<file path="src/rtl/wb_unit_pkg.sv">
// Shared definitions for the write-back stage: register indices, default widths
// and the FSM state encoding.
package wb_unit_pkg;

  localparam int DATA_W_DEF   = 32;
  localparam int REG_AW_DEF   = 5;
  localparam int SP_REG_DEF   = 29;
  localparam int ZERO_REG_DEF = 0;

  typedef enum logic {
    S_WB     = 1'b0,
    S_POP_SP = 1'b1
  } wb_state_e;

endpackage

</file>
<file path="src/rtl/wb_unit_pipe_reg.sv">
// MEM/WB pipeline register: captures the MEM-stage instruction when en_i is high,
// holds it otherwise, and clears asynchronously on an active-low reset.
module wb_pipe_reg
  import wb_unit_pkg::*;
#(
  parameter int DATA_W = DATA_W_DEF,
  parameter int REG_AW = REG_AW_DEF
) (
  input  logic              clk,
  input  logic              rst_n,
  input  logic              en_i,
  input  logic              valid_i,
  input  logic              reg_write_i,
  input  logic              mem_to_reg_i,
  input  logic              pop_i,
  input  logic              sp_upd_i,
  input  logic [REG_AW-1:0] dest_i,
  input  logic [DATA_W-1:0] alu_i,
  input  logic [DATA_W-1:0] data_i,
  output logic              valid_o,
  output logic              reg_write_o,
  output logic              mem_to_reg_o,
  output logic              pop_o,
  output logic              sp_upd_o,
  output logic [REG_AW-1:0] dest_o,
  output logic [DATA_W-1:0] alu_o,
  output logic [DATA_W-1:0] data_o
);

  logic              valid_q, reg_write_q, mem_to_reg_q, pop_q, sp_upd_q;
  logic [REG_AW-1:0] dest_q;
  logic [DATA_W-1:0] alu_q, data_q;

  always_ff @(posedge clk or negedge rst_n) begin
    if (!rst_n) begin
      valid_q      <= 1'b0;
      reg_write_q  <= 1'b0;
      mem_to_reg_q <= 1'b0;
      pop_q        <= 1'b0;
      sp_upd_q     <= 1'b0;
      dest_q       <= '0;
      alu_q        <= '0;
      data_q       <= '0;
    end else if (en_i) begin
      valid_q      <= valid_i;
      reg_write_q  <= reg_write_i;
      mem_to_reg_q <= mem_to_reg_i;
      pop_q        <= pop_i;
      sp_upd_q     <= sp_upd_i;
      dest_q       <= dest_i;
      alu_q        <= alu_i;
      data_q       <= data_i;
    end
  end

  assign valid_o      = valid_q;
  assign reg_write_o  = reg_write_q;
  assign mem_to_reg_o = mem_to_reg_q;
  assign pop_o        = pop_q;
  assign sp_upd_o     = sp_upd_q;
  assign dest_o       = dest_q;
  assign alu_o        = alu_q;
  assign data_o       = data_q;

endmodule

</file>
<file path="src/rtl/wb_unit.sv">
// Write-back stage: MEM/WB register, write-data select and the POP sequencer that
// splits a POP into an rd write followed by an SP write over a single write port.
module wb_unit
  import wb_unit_pkg::*;
#(
  parameter int DATA_W   = DATA_W_DEF,
  parameter int REG_AW   = REG_AW_DEF,
  parameter int SP_REG   = SP_REG_DEF,
  parameter int ZERO_REG = ZERO_REG_DEF
) (
  input  logic              clk,
  input  logic              rst,
  input  logic              mem_valid,
  input  logic              mem_reg_write,
  input  logic              mem_to_reg,
  input  logic              mem_pop,
  input  logic              mem_sp_upd,
  input  logic [REG_AW-1:0] mem_dest_reg,
  input  logic [DATA_W-1:0] mem_alu_result,
  input  logic [DATA_W-1:0] mem_data,
  output logic              RegWrite,
  output logic [REG_AW-1:0] RegWrite_Reg,
  output logic [DATA_W-1:0] RegWrite_Data,
  output logic              wb_stall
);

  localparam logic [REG_AW-1:0] SP_A   = REG_AW'(SP_REG);
  localparam logic [REG_AW-1:0] ZERO_A = REG_AW'(ZERO_REG);

  wb_state_e         state_q, state_d;
  logic              v_q, rw_q, m2r_q, pop_q, sp_q;
  logic [REG_AW-1:0] dest_q;
  logic [DATA_W-1:0] alu_q, data_q;
  logic              we_d, stall_d;
  logic [REG_AW-1:0] waddr_d;
  logic [DATA_W-1:0] wdata_d;

  wb_pipe_reg #(
    .DATA_W(DATA_W),
    .REG_AW(REG_AW)
  ) u_pipe (
    .clk         (clk),
    .rst_n       (rst),
    .en_i        (!stall_d),
    .valid_i     (mem_valid),
    .reg_write_i (mem_reg_write),
    .mem_to_reg_i(mem_to_reg),
    .pop_i       (mem_pop),
    .sp_upd_i    (mem_sp_upd),
    .dest_i      (mem_dest_reg),
    .alu_i       (mem_alu_result),
    .data_i      (mem_data),
    .valid_o     (v_q),
    .reg_write_o (rw_q),
    .mem_to_reg_o(m2r_q),
    .pop_o       (pop_q),
    .sp_upd_o    (sp_q),
    .dest_o      (dest_q),
    .alu_o       (alu_q),
    .data_o      (data_q)
  );

  always_ff @(posedge clk or negedge rst) begin
    if (!rst) state_q <= S_WB;
    else      state_q <= state_d;
  end

  // Decode priority is pop > sp_upd > reg_write; only a POP to an ordinary
  // register needs the second cycle, the held instruction enters when it ends.
  always_comb begin
    state_d = state_q;
    we_d    = 1'b0;
    waddr_d = '0;
    wdata_d = '0;
    stall_d = 1'b0;
    unique case (state_q)
      S_WB: begin
        if (v_q) begin
          if (pop_q) begin
            we_d = 1'b1;
            if (dest_q == ZERO_A) begin
              waddr_d = SP_A;
              wdata_d = alu_q;
            end else if (dest_q == SP_A) begin
              waddr_d = SP_A;
              wdata_d = data_q;
            end else begin
              waddr_d = dest_q;
              wdata_d = data_q;
              stall_d = 1'b1;
              state_d = S_POP_SP;
            end
          end else if (sp_q) begin
            we_d    = 1'b1;
            waddr_d = SP_A;
            wdata_d = alu_q;
          end else if (rw_q) begin
            we_d    = (dest_q != ZERO_A);
            waddr_d = dest_q;
            wdata_d = m2r_q ? data_q : alu_q;
          end
        end
      end
      S_POP_SP: begin
        we_d    = 1'b1;
        waddr_d = SP_A;
        wdata_d = alu_q;
        state_d = S_WB;
      end
    endcase
  end

  assign RegWrite      = we_d;
  assign RegWrite_Reg  = waddr_d;
  assign RegWrite_Data = wdata_d;
  assign wb_stall      = stall_d;

endmodule
</file>
<file path="config.mk">
export PLATFORM = sky130hd
export DESIGN_NAME = wb_unit
export DESIGN_NICKNAME = d
export VERILOG_FILES = /design/src/rtl/wb_unit_pkg.sv /design/src/rtl/wb_unit_pipe_reg.sv /design/src/rtl/wb_unit.sv
export SDC_FILE = /design/constraint.sdc
export NUM_CORES = 1
export LEC_CHECK = 0
export ABC_AREA = 1
export BUFFER_PORTS_ARGS = -buffer_cell sky130_fd_sc_hd__buf_2
export CAP_MARGIN = 20
export CORE_AREA = 2 2 93 95
export CTS_BUF_LIST = sky130_fd_sc_hd__clkbuf_2 sky130_fd_sc_hd__clkbuf_4 sky130_fd_sc_hd__clkbuf_8
export CTS_CLUSTER_DIAMETER = 200
export DETAILED_ROUTE_END_ITERATION = 6
export DIE_AREA = 0 0 95 97
export GPL_TIMING_DRIVEN = 0
export PLACE_DENSITY_LB_ADDON = 0.25
export REMOVE_ABC_BUFFERS = 1
export SLEW_MARGIN = 20
export SYNTH_ARGS = -nofsm -noshare
export SYNTH_HDL_FRONTEND = slang
export SYNTH_SLANG_ARGS = --single-unit
export TNS_END_PERCENT = 5
</file>
<file path="constraint.sdc">
create_clock -name clk -period 2.55 [get_ports clk]
set_input_delay 0.1275 -clock clk [delete_from_list [all_inputs] [get_ports clk]]
set_output_delay 0.1275 -clock clk [all_outputs]
set_load 0.03 [all_outputs]
</file>
Word level (Yosys, flattened, before mapping)
Cells that the tools add are included.
W data, S select, Z words.
- eq/ne operators: 1
- mux-type cells: 25
- bitwise logic cells: 1
- reduce and logical (&&, ||, !) cells: 2
- operators by type and width (operator ; count):
    $mux W32 ; 6
    $pmux W32 S2 ; 1
    $mux W5 ; 6
    $pmux W5 S2 ; 1
    $mux W1 ; 9
    $eq A5 B5 Y1 const B ; 1
    $logic_not A5 Y1 ; 1
    $reduce_bool A5 Y1 ; 1
    $pmux W1 S2 ; 2
    $not A1 Y1 ; 1
- register bits: 75
- input port bits: 76
- output and inout bits: 39
- logic and storage cells: 38

Depth between registers and ports, before layout
Gate-level depths: netlist of run 1.
- word-level depth: 6
- mapped depth: 9

By module
From an unflattened synthesis of run 1, not the netlist that was laid out.
- cell total of the unflattened synthesis: 812
- area, all modules: 5047.3 sq um
- modules (own cells, without submodules) (module ; instances ; cells each ; area each (sq um) ; seq. area each (sq um)):
    wb_pipe_reg ; 1 ; 313 ; 2792.7 ; 1851.8
    wb_unit ; 1 ; 499 ; 2254.7 ; 25.0

Worst setup path after synthesis of run 1
Ideal clock, no wire load.
- path kind: flip-flop to output port
- from: register u_pipe.sp_upd_q, in the netlist u_pipe.sp_upd_o
- to: output RegWrite_Reg[1]
- data arrival time: 1.354 ns
- slack: 1.068 ns
- stages on the path, launching flop included: 6
- buffers on the path: 2
- path through: dfrtp_1 > buf_2 > nor2_2 > buf_2 > o21ai_0 > nor2_1
- longest elaborated chain between the ends: 4
- ends and longest elaborated chain (item ; RTL line ; text):
    from (decl) ; wb_unit_pipe_reg.sv:30 ; logic valid_q, reg_write_q, mem_to_reg_q, pop_q, sp_upd_q;
    from (signal assigned) ; wb_unit_pipe_reg.sv:49 ; sp_upd_q <= sp_upd_i;
    $mux W5 ; wb_unit.sv:93 ; end else if (sp_q) begin
    $mux W5 ; wb_unit.sv:79 ; if (pop_q) begin
    $mux W5 ; wb_unit.sv:78 ; if (v_q) begin
    $pmux W5 S2 ; wb_unit.sv:76 ; unique case (state_q)
    to (decl) ; wb_unit.sv:22 ; output logic [REG_AW-1:0] RegWrite_Reg,
Every way passes these cells.

Worst setup path in the final report of run 1
- from: register u_pipe.dest_q[4], in the netlist u_pipe.dest_o[4]
- to: output wb_stall
- longest elaborated chain between the ends: 6
- elaborated cells on any way between the ends: 7
- those cells by class: eq/ne (1); mux (5); reduce/logical (1)
- ends and longest elaborated chain (item ; RTL line ; text):
    from (decl) ; wb_unit_pipe_reg.sv:31 ; logic [REG_AW-1:0] dest_q;
    from (signal assigned) ; wb_unit_pipe_reg.sv:50 ; dest_q <= dest_i;
    $eq A5 B5 Y1 ; wb_unit.sv:84 ; end else if (dest_q == SP_A) begin
    $mux W1 ; wb_unit.sv:84 ;
    $mux W1 * ; wb_unit.sv:81 ; if (dest_q == ZERO_A) begin
    $mux W1 * ; wb_unit.sv:79 ;
    $mux W1 * ; wb_unit.sv:78 ;
    $mux W1 * ; wb_unit.sv:76 ;
    to (decl) ; wb_unit.sv:24 ; output logic wb_stall
Every way passes the cells marked *; elsewhere a longest branch is shown, timed or not.

==> results of run 1 <==
## registers in the layout, indices dropped and copies added, names as in the netlist
name and flops:
u_pipe.dest_o 5, state_q 1, u_pipe.reg_write_o 1, u_pipe.alu_o 32, u_pipe.data_o 32, u_pipe.pop_o 1, u_pipe.sp_upd_o 1, u_pipe.valid_o 1
u_pipe.mem_to_reg_o 1
## path summary, 6_finish.rpt
path                                   startpoint                  end  slack [ns]  depth (start not counted)
worst max-delay path             u_pipe.dest_o[4]             wb_stall       -0.04                          6
worst min-delay path                 mem_data[25]    u_pipe.data_o[25]       0.004                          3
worst max register to register   u_pipe.dest_o[4]      u_pipe.sp_upd_o        0.41                          7
worst min register to register  u_pipe.data_o[15]    u_pipe.data_o[15]        0.55                          2
max in group asynchronous                     rst  u_pipe.mem_to_reg_o        1.67                          3
min in group asynchronous                     rst     u_pipe.dest_o[0]        0.27                          2
## kinds of logic after synthesis
kind of cell,count (synthesis),share of synthesized area (%)
AND/OR/NAND/NOR,394,34.99
flip-flops,75,39.02
buffers and inverters,132,11.42
AO/OA/AOI/OAI,140,14.57
## metrics by stage
| stage | instance area (sq um) | util, % | cells | power, mW | hold slack, ns |
|---|---|---|---|---|---|
| floorplan | 4542 | - | 684 | 5.723 | -0.1681 |
| global placement | 5244 | 64.47 | 903 | 5.607 | 0.3106 |
| detailed placement | 5361 | 65.91 | 907 | 7.536 | 0.1360 |
| CTS | 6387 | 78.53 | 1000 | 8.956 | 0.0007133 |
| global route | 6407 | 78.77 | 1000 | 9.799 | 0.0007196 |
| finish | 6407 | 78.77 | 1000 | 9.118 | 0.003979 |
## synth_stat cells, drive strengths merged
library cell	n
a21oi	64
buf	29
clkbuf	28
dfrtp	75
inv	75
nand2	280
nand3	75
nand4	32
nor2	7
o21ai	76
## repair_timing
action,in CTS,in global routing
hold endpoints to repair,106,0
setup buffers,2,0
pin swaps,5,1
gates cloned,4,0
gates resized for setup,10,4
endpoints found under the setup margin,112,32
hold buffers,71,0
## worst max-delay path: stages, from the launching register on
cell,delay [ns]
dfrtp_1,0.43
inv_6,0.29
nand3_4,0.36
nand2_8,0.34
buf_16,0.31
inv_1,0.12
buf_4,0.19
## where the power goes
part	internal [mW]	leakage (nW)	switching [mW]	total, mW
Sequential	1.79	0.892	0.857	2.65
Combinational	1.62	2.37	3.74	5.37
Clock	0.590	0.118	0.512	1.10
## per-layer routing
layer | global-route usage, % | wire [um] | vias up
met3 | 9.034 | 1632 | 82
met5 | 0 | 0 | -
li1 | - | - | 2697
met1 | 45.73 | 6048 | 2653
met4 | 19.06 | 682 | 0
met2 | 58.54 | 7736 | 350
## final cells by class
type	instances	area, sq um
Sequential cell	75	1892
Tap cell	105	131.4
Inverter	75	289.0
Clock buffer	10	137.6
Fill cell	575	1727
Multi-Input combinational cell	538	2466
Timing Repair Buffer	191	1396
Clock inverter	6	95.09
==> impl_metrics.json, run 1 <==
{
  "max_freq_mhz": 386.4,
  "cap_violations": 0,
  "crit_required_ns": 2.42,
  "synth_cells": 741,
  "start_util_pct": 59.13,
  "startpoint_type": "flip-flop",
  "die-area_sq_um": 9215,
  "slew_viol_final": 0,
  "synth_area_sq_um": 4810,
  "area_growth_pct": 33.22,
  "post-place-ws_ns": -0.8736,
  "syn_area_per_cell_sq_um": 6.491,
  "violations": "setup timing",
  "gp_congestion": 0.8153,
  "setup_viol_count_final": 1,
  "ant_nets": 0,
  "clkTransAtPathRegs_ns": 0.08,
  "grt_antenna_before_repair": 0,
  "yosysTopAreaCell": "dfrtp_1",
  "io_pins": 115,
  "cts-root-buf": "clkbuf_8",
  "grt_use_total_pct": 36.76,
  "cts_tree": "yes",
  "first_global_vias": 5706,
  "critPathKind": "reg -> out",
  "antenna_cells": 0,
  "drive_above_1_share_pct": 17.32,
  "nets": 966,
  "cts.sinks": 75,
  "numPortBuffers": 114,
  "die_x_um": 95,
  "std_cell_rows": 33,
  "arrival_ns": 2.46,
  "peakVddDrop_v": 0.001284,
  "drtIter0Drc": 570,
  "p_leak_nw": 3.379,
  "tightest_slew_ns": 0.9647,
  "ys_ff_latch": 75,
  "synth_cell_types": 17,
  "grt_remaining_overflow": 0,
  "remaining_drc_errors": 0,
  "die_h_um": 97,
  "hold_path.class": "in -> reg",
  "synth_top_cell_area_share_pct": 39.02,
  "final_cell_mix": "nand2_1 (278), buf_2 (112), nand3_1 (74)",
  "synth_area_leaders": "dfrtp_1 (39%), nand2_1 (22%), nand3_1 (7.7%)",
  "cts_buffers": 9,
  "path_max_fanout": 78,
  "powerDensity_nw_per_um2": 1423,
  "rsz0062_at_grt": "true",
  "h-tree-depth": 3,
  "period_needed_ns": 2.588,
  "yosys_warnings": 0,
  "viasPerCell": 5.782,
  "worst_setup_path_end_kind": "output pin",
  "drt_pass1_iterations": 5,
  "hold_viol": 0,
  "tns_ns": -0.03783,
  "dp_hpwl_um": 8076,
  "coreArea_sq_um": 8134,
  "grt_max_degree": 79,
  "setup_slack_ns": -0.03783,
  "final_common_cell": "nand2_1",
  "slew_headroom_pct": 35.62,
  "post-route-period-util_pct": 101.5,
  "clk_path_buf_depth": 2,
  "num_vias": 5782,
  "outcome": "complete, but fails checks",
  "grt_pass1_wl_um": 26560,
  "skew_ns": 0.009803,
  "yosysSeqAreaShare_pct": 39.02,
  "wire_per_inst_um": 16.10,
  "clk_latency_ns": 0.37,
  "wl_um": 16100
}
Power figures use the tool's default switching activity.
==> inputs of run 2 (changes only) <==
--- a/config.mk
+++ b/config.mk
@@ -15,6 +15,7 @@
 export DIE_AREA = 0 0 95 97
 export GPL_TIMING_DRIVEN = 0
 export PLACE_DENSITY_LB_ADDON = 0.25
+export RECOVER_POWER = 50
 export REMOVE_ABC_BUFFERS = 1
 export SLEW_MARGIN = 20
 export SYNTH_ARGS = -nofsm -noshare
==> run 2 against run 1 <==
The run still ends with setup timing left. Critical endpoint unchanged. Worst setup slack worse by 0.022 ns. Routed wire length grew 0.27%. Largest cell class unchanged. Sequential power about the same. Global-route usage unchanged. Sequential share of layout area rose by 0.081 points.
==> impl_metrics.json, run 2 (synthesis gave the netlist of run 1 again) <==
{
  "num_vias": 5787,
  "outcome": "complete, but fails checks",
  "final_core_util_pct": 78.56,
  "clk_latency_ns": 0.37,
  "final_cell_mix": "nand2_1 (278), buf_2 (112), nand3_1 (74)",
  "cts_tree": "yes",
  "die_x_um": 95,
  "peakVddDrop_v": 0.001280,
  "h-tree-depth": 3,
  "wl_um": 16140,
  "rsz0062_at_grt": "true",
  "setup_viol_count_final": 1,
  "drt_pass1_iterations": 5,
  "grt_remaining_overflow": 0,
  "p_leak_nw": 3.373,
  "grt_pass1_wl_um": 26560,
  "nets": 966,
  "cts_buffers": 9,
  "period_needed_ns": 2.610,
  "crit_required_ns": 2.42,
  "std_cell_rows": 33,
  "path_max_fanout": 78,
  "viasPerCell": 5.787,
  "hold_path.class": "in -> reg",
  "drive_above_1_share_pct": 17.32,
  "crit_path_cell_trace": "nor2_4, nand3_4, nand2_8, buf_16, inv_1, buf_4",
  "clk_path_buf_depth": 2,
  "grt_use_total_pct": 36.76,
  "critPathKind": "reg -> out",
  "die_h_um": 97,
  "arrival_ns": 2.48,
  "die-area_sq_um": 9215,
  "startpoint_type": "flip-flop",
  "ant_nets": 0,
  "setup_slack_ns": -0.05995,
  "start_util_pct": 59.13,
  "max_stage_delay_ns": 0.51,
  "cap_violations": 0,
  "dp_hpwl_um": 8076,
  "wire_per_inst_um": 16.14,
  "cts-root-buf": "clkbuf_8",
  "power_mw": 9.128,
  "grt_max_degree": 79,
  "remaining_drc_errors": 0,
  "post-route-period-util_pct": 102.4,
  "hold_viol": 0,
  "skew_ns": 0.009267,
  "drtIter0Drc": 565,
  "io_pins": 115,
  "cts.sinks": 75,
  "worst_setup_path_end_kind": "output pin",
  "grt_antenna_before_repair": 0,
  "numPortBuffers": 114,
  "gp_congestion": 0.8153,
  "tightest_slew_ns": 1.009,
  "coreArea_sq_um": 8134,
  "powerDensity_nw_per_um2": 1429,
  "area_growth_pct": 32.86,
  "path_buf_inv": 3,
  "antenna_cells": 0,
  "final_common_cell": "nand2_1",
  "first_global_vias": 5706,
  "clkTransAtPathRegs_ns": 0.08,
  "crit_family": "simple AND/OR/NAND/NOR gates",
  "cp_slowest_cell": "dfrtp_1",
  "slew_viol_final": 0,
  "slew_headroom_pct": 32.73,
  "post-place-ws_ns": -0.8736,
  "violations": "setup timing",
  "max_freq_mhz": 383.1
}
## run 2: worst min-delay path, cell delays in order
cell	delay (ns)
buf_2	0.09
nand2_1	0.04
o21ai_1	0.07
## run 2: final timing paths
check	start	end	slack (ns)	cells past startpoint
max	u_pipe.dest_o[2]	wb_stall	-0.06	6
min	mem_data[25]	u_pipe.data_o[25]	0.005	3
max reg2reg	u_pipe.dest_o[2]	u_pipe.sp_upd_o	0.39	7
min reg2reg	u_pipe.data_o[15]	u_pipe.data_o[15]	0.55	2
max in group asynchronous	rst	u_pipe.mem_to_reg_o	0.46	3
min in group asynchronous	rst	u_pipe.dest_o[0]	0.45	2
## run 2: timing repair
| action | in CTS | in global routing |
|---|---|---|
| pin swaps | 5 | 1 |
| cloned | 4 | 0 |
| setup buffers | 2 | 0 |
| gates resized for setup | 10 | 4 |
| endpoints found under the setup margin | 112 | 32 |
| hold endpoints to repair | 106 | 0 |
| hold buffers | 71 | 0 |
## run 2: layout make-up
| type | count | area, sq um |
|---|---|---|
| multi-input combinational | 538 | 2466 |
| sequential | 75 | 1892 |
| fill | 578 | 1744 |
| timing repair buffer | 191 | 1379 |
| inverter | 75 | 289.0 |
| clock buffer | 10 | 137.6 |
| tap | 105 | 131.4 |
| clock inverter | 6 | 95.09 |
## run 2: routing by layer
layer | routed length, um | GRT usage (%) | part of all wire [%]
met1 | 6009 | 45.73 | 37
met2 | 7796 | 58.54 | 48
met3 | 1726 | 9.034 | 11
met4 | 611 | 19.06 | 3.8
met5 | 0 | 0 | 0
## run 2: where the power goes
| group | switching [mW] | internal, mW | leakage (nW) |
|---|---|---|---|
| registers | 0.864 | 1.79 | 0.892 |
| clock network | 0.513 | 0.590 | 0.118 |
| logic | 3.75 | 1.62 | 2.36 |
| total | 5.13 | 4.00 | 3.37 |
## run 2: per-stage QoR
stage / cells / area (sq um) / hold WS [ns] / setup TNS [ns]
floorplan: 684 / 4542 / -0.1681 / -117.86
global placement: 903 / 5244 / 0.3106 / -251.44
detailed placement: 907 / 5361 / 0.1360 / -42.63
CTS: 1000 / 6387 / 0.0007133 / 0
global route: 1000 / 6390 / 0.0007196 / -0.2109
finish: 1000 / 6390 / 0.004946 / -0.05995
==> inputs of run 3 (changes only) <==
--- a/config.mk
+++ b/config.mk
@@ -8,11 +8,10 @@
 export ABC_AREA = 1
 export BUFFER_PORTS_ARGS = -buffer_cell sky130_fd_sc_hd__buf_2
 export CAP_MARGIN = 20
-export CORE_AREA = 2 2 93 95
-export CTS_BUF_LIST = sky130_fd_sc_hd__clkbuf_2 sky130_fd_sc_hd__clkbuf_4 sky130_fd_sc_hd__clkbuf_8
+export CORE_AREA = 2 2 94 96
 export CTS_CLUSTER_DIAMETER = 200
 export DETAILED_ROUTE_END_ITERATION = 6
-export DIE_AREA = 0 0 95 97
+export DIE_AREA = 0 0 96 98
 export GPL_TIMING_DRIVEN = 0
 export PLACE_DENSITY_LB_ADDON = 0.25
 export RECOVER_POWER = 50
==> run 3 against run 2 <==
The flow finishes with violations (DRC, capacitance limit, slew limit, setup timing). Total power increased by 0.28%. Worst setup slack better by 0.038 ns. Routed wire length decreased by 1.1%. Register-to-register slack improved by 0.07 ns. Critical path type unchanged. Largest cell class unchanged. Largest power group unchanged.
==> impl_metrics.json, run 3 (synthesis gave the netlist of run 1 again) <==
{
  "multi_input_area_sq_um": 2465,
  "tns_ns": -0.08663,
  "remaining_drc_errors": 2,
  "start_util_pct": 56.81,
  "slew_headroom_pct": -20.68,
  "cp_common_cell": "nand3_1",
  "clk_latency_ns": 0.34,
  "coreArea_sq_um": 8466,
  "worst_setup_path_end_kind": "output pin",
  "dp_hpwl_um": 8231,
  "drt_pass1_iterations": 7,
  "grt_remaining_overflow": 0,
  "num_vias": 5652,
  "seqCellArea_sq_um": 1892,
  "powerDensity_nw_per_um2": 1490,
  "final_core_util_pct": 72.58,
  "violations": "DRC, capacitance limit, slew limit, setup timing",
  "fill_cells": 695,
  "gp_congestion": 0.7965,
  "clk_path_buf_depth": 2,
  "grt_antenna_before_repair": 0,
  "cts-root-buf": "clkbuf_8",
  "grt_use_total_pct": 34.29,
  "crit_required_ns": 2.42,
  "power_mw": 9.154,
  "die-area_sq_um": 9408,
  "post-place-ws_ns": -0.8680,
  "final_cell_mix": "nand2_1 (278), buf_2 (113), nand3_1 (74), inv_1 (71), dfrtp_1 (71)",
  "final_cells": 977,
  "period_needed_ns": 2.572,
  "cts.sinks": 75,
  "wl_um": 15970,
  "slew_viol_final": 29,
  "max_stage_delay_ns": 0.51,
  "critPathKind": "reg -> out",
  "viasPerCell": 5.785,
  "io_pins": 115,
  "hold_path.class": "in -> reg",
  "nets": 940,
  "h-tree-depth": 3,
  "crit_path_cell_trace": "nor2_4, buf_4, nand3_2, nand3_1, nand3_1, nand2_1, buf_2",
  "std_cell_rows": 34,
  "hold_viol": 0,
  "dp.cells": 910,
  "path_max_fanout": 18,
  "p_leak_nw": 3.269,
  "area_growth_pct": 27.76,
  "skew_ns": 0.01086,
  "first_global_vias": 5401,
  "clkTransAtPathRegs_ns": 0.08,
  "arrival_ns": 2.44,
  "cp_slowest_cell": "nand3_2",
  "cts_tree": "yes",
  "grt_pass1_wl_um": 24900,
  "ant_nets": 0,
  "rsz0062_at_grt": "true",
  "startpoint_type": "flip-flop",
  "wire_per_inst_um": 16.34,
  "tightest_slew_ns": 1.810,
  "numPortBuffers": 114,
  "die_h_um": 98,
  "cap_violations": 1,
  "drtIter0Drc": 487,
  "max_freq_mhz": 388.8,
  "post-route-period-util_pct": 100.9,
  "grt_max_degree": 75,
  "drive_above_1_share_pct": 17.95,
  "cts_buffers": 9,
  "final_common_cell": "nand2_1",
  "peakVddDrop_v": 0.0008274,
  "setup_slack_ns": -0.02205,
  "setup_viol_count_final": 7,
  "antenna_cells": 0,
  "die_x_um": 96,
  "outcome": "complete, but fails checks"
}
==> run 3: cell types whose count changed in the layout (fill, tap and decap cells not counted), moves of 2 or more <==
cell	change
dlygate4sd3_1	-30
inv_6	-3
clkbuf_1	+3
o21ai_0	+3
o21ai_1	-3
clkbuf_2	-2
==> run 3: path summary, 6_finish.rpt <==
kind                                   startpoint           endpoint  slack, ns  cells past startpoint
worst max-delay path             u_pipe.dest_o[2]    RegWrite_Reg[0]      -0.02                      7
worst min-delay path            mem_alu_result[5]    u_pipe.alu_o[5]      0.004                      3
worst max register to register   u_pipe.dest_o[4]    u_pipe.sp_upd_o       0.46                      7
worst min register to register  u_pipe.data_o[30]  u_pipe.data_o[30]       0.55                      2
max in group asynchronous                     rst  u_pipe.data_o[21]       0.69                      2
min in group asynchronous                     rst   u_pipe.dest_o[0]       0.80                      2
==> run 3: worst max-delay path: cells and delay by family (launching register included) <==
family                 cells  cell delay (ns)
buffers and inverters      2             0.49
flip-flops                 1             0.49
AND/OR/NAND/NOR            5             1.11
==> run 3: area by class of cell <==
| class | count | area share [%] |
|---|---|---|
| Multi-Input combinational cell | 539 | 40.11 |
| Clock inverter | 4 | 1.588 |
| Clock buffer | 12 | 2.362 |
| Tap cell | 108 | 2.199 |
| Sequential cell | 75 | 30.79 |
| Timing Repair Buffer | 164 | 18.29 |
| Inverter | 75 | 4.663 |
==> run 3: power breakdown <==
group | switching (mW) | internal [mW]
clock | 0.438 | 0.678
sequential | 0.840 | 1.79
combinational | 3.79 | 1.62
total | 5.06 | 4.09
==> run 3: what timing repair did <==
action / 4_1_cts / 5_1_grt
resized for setup: 8 / 2
setup buffers: 4 / 1
cloned: 5 / 0
endpoints found under the hold margin: 66 / 2
setup endpoints to repair: 112 / 30
hold buffers: 39 / 2
pin swaps: 5 / 2
==> run 3: stage by stage <==
stage                     hold slack [ns]  instance area [sq um]
after floorplan                   -0.1681                   4542
after global routing             0.004271                   6145
after detailed placement          0.08894                   5373
final                            0.003532                   6145
after CTS                       0.0008633                   6113
after global placement             0.3110                   5248
==> run 3: per-layer routing <==
layer,wire length (um),track usage [%],share of wire [%],vias up
li1,-,-,-,2655
met1,6106,42.48,38,2574
met2,7638,54.43,48,355
met3,1581,6.481,9.9,68
met4,638,21.32,4.0,0
met5,0,0,0,-
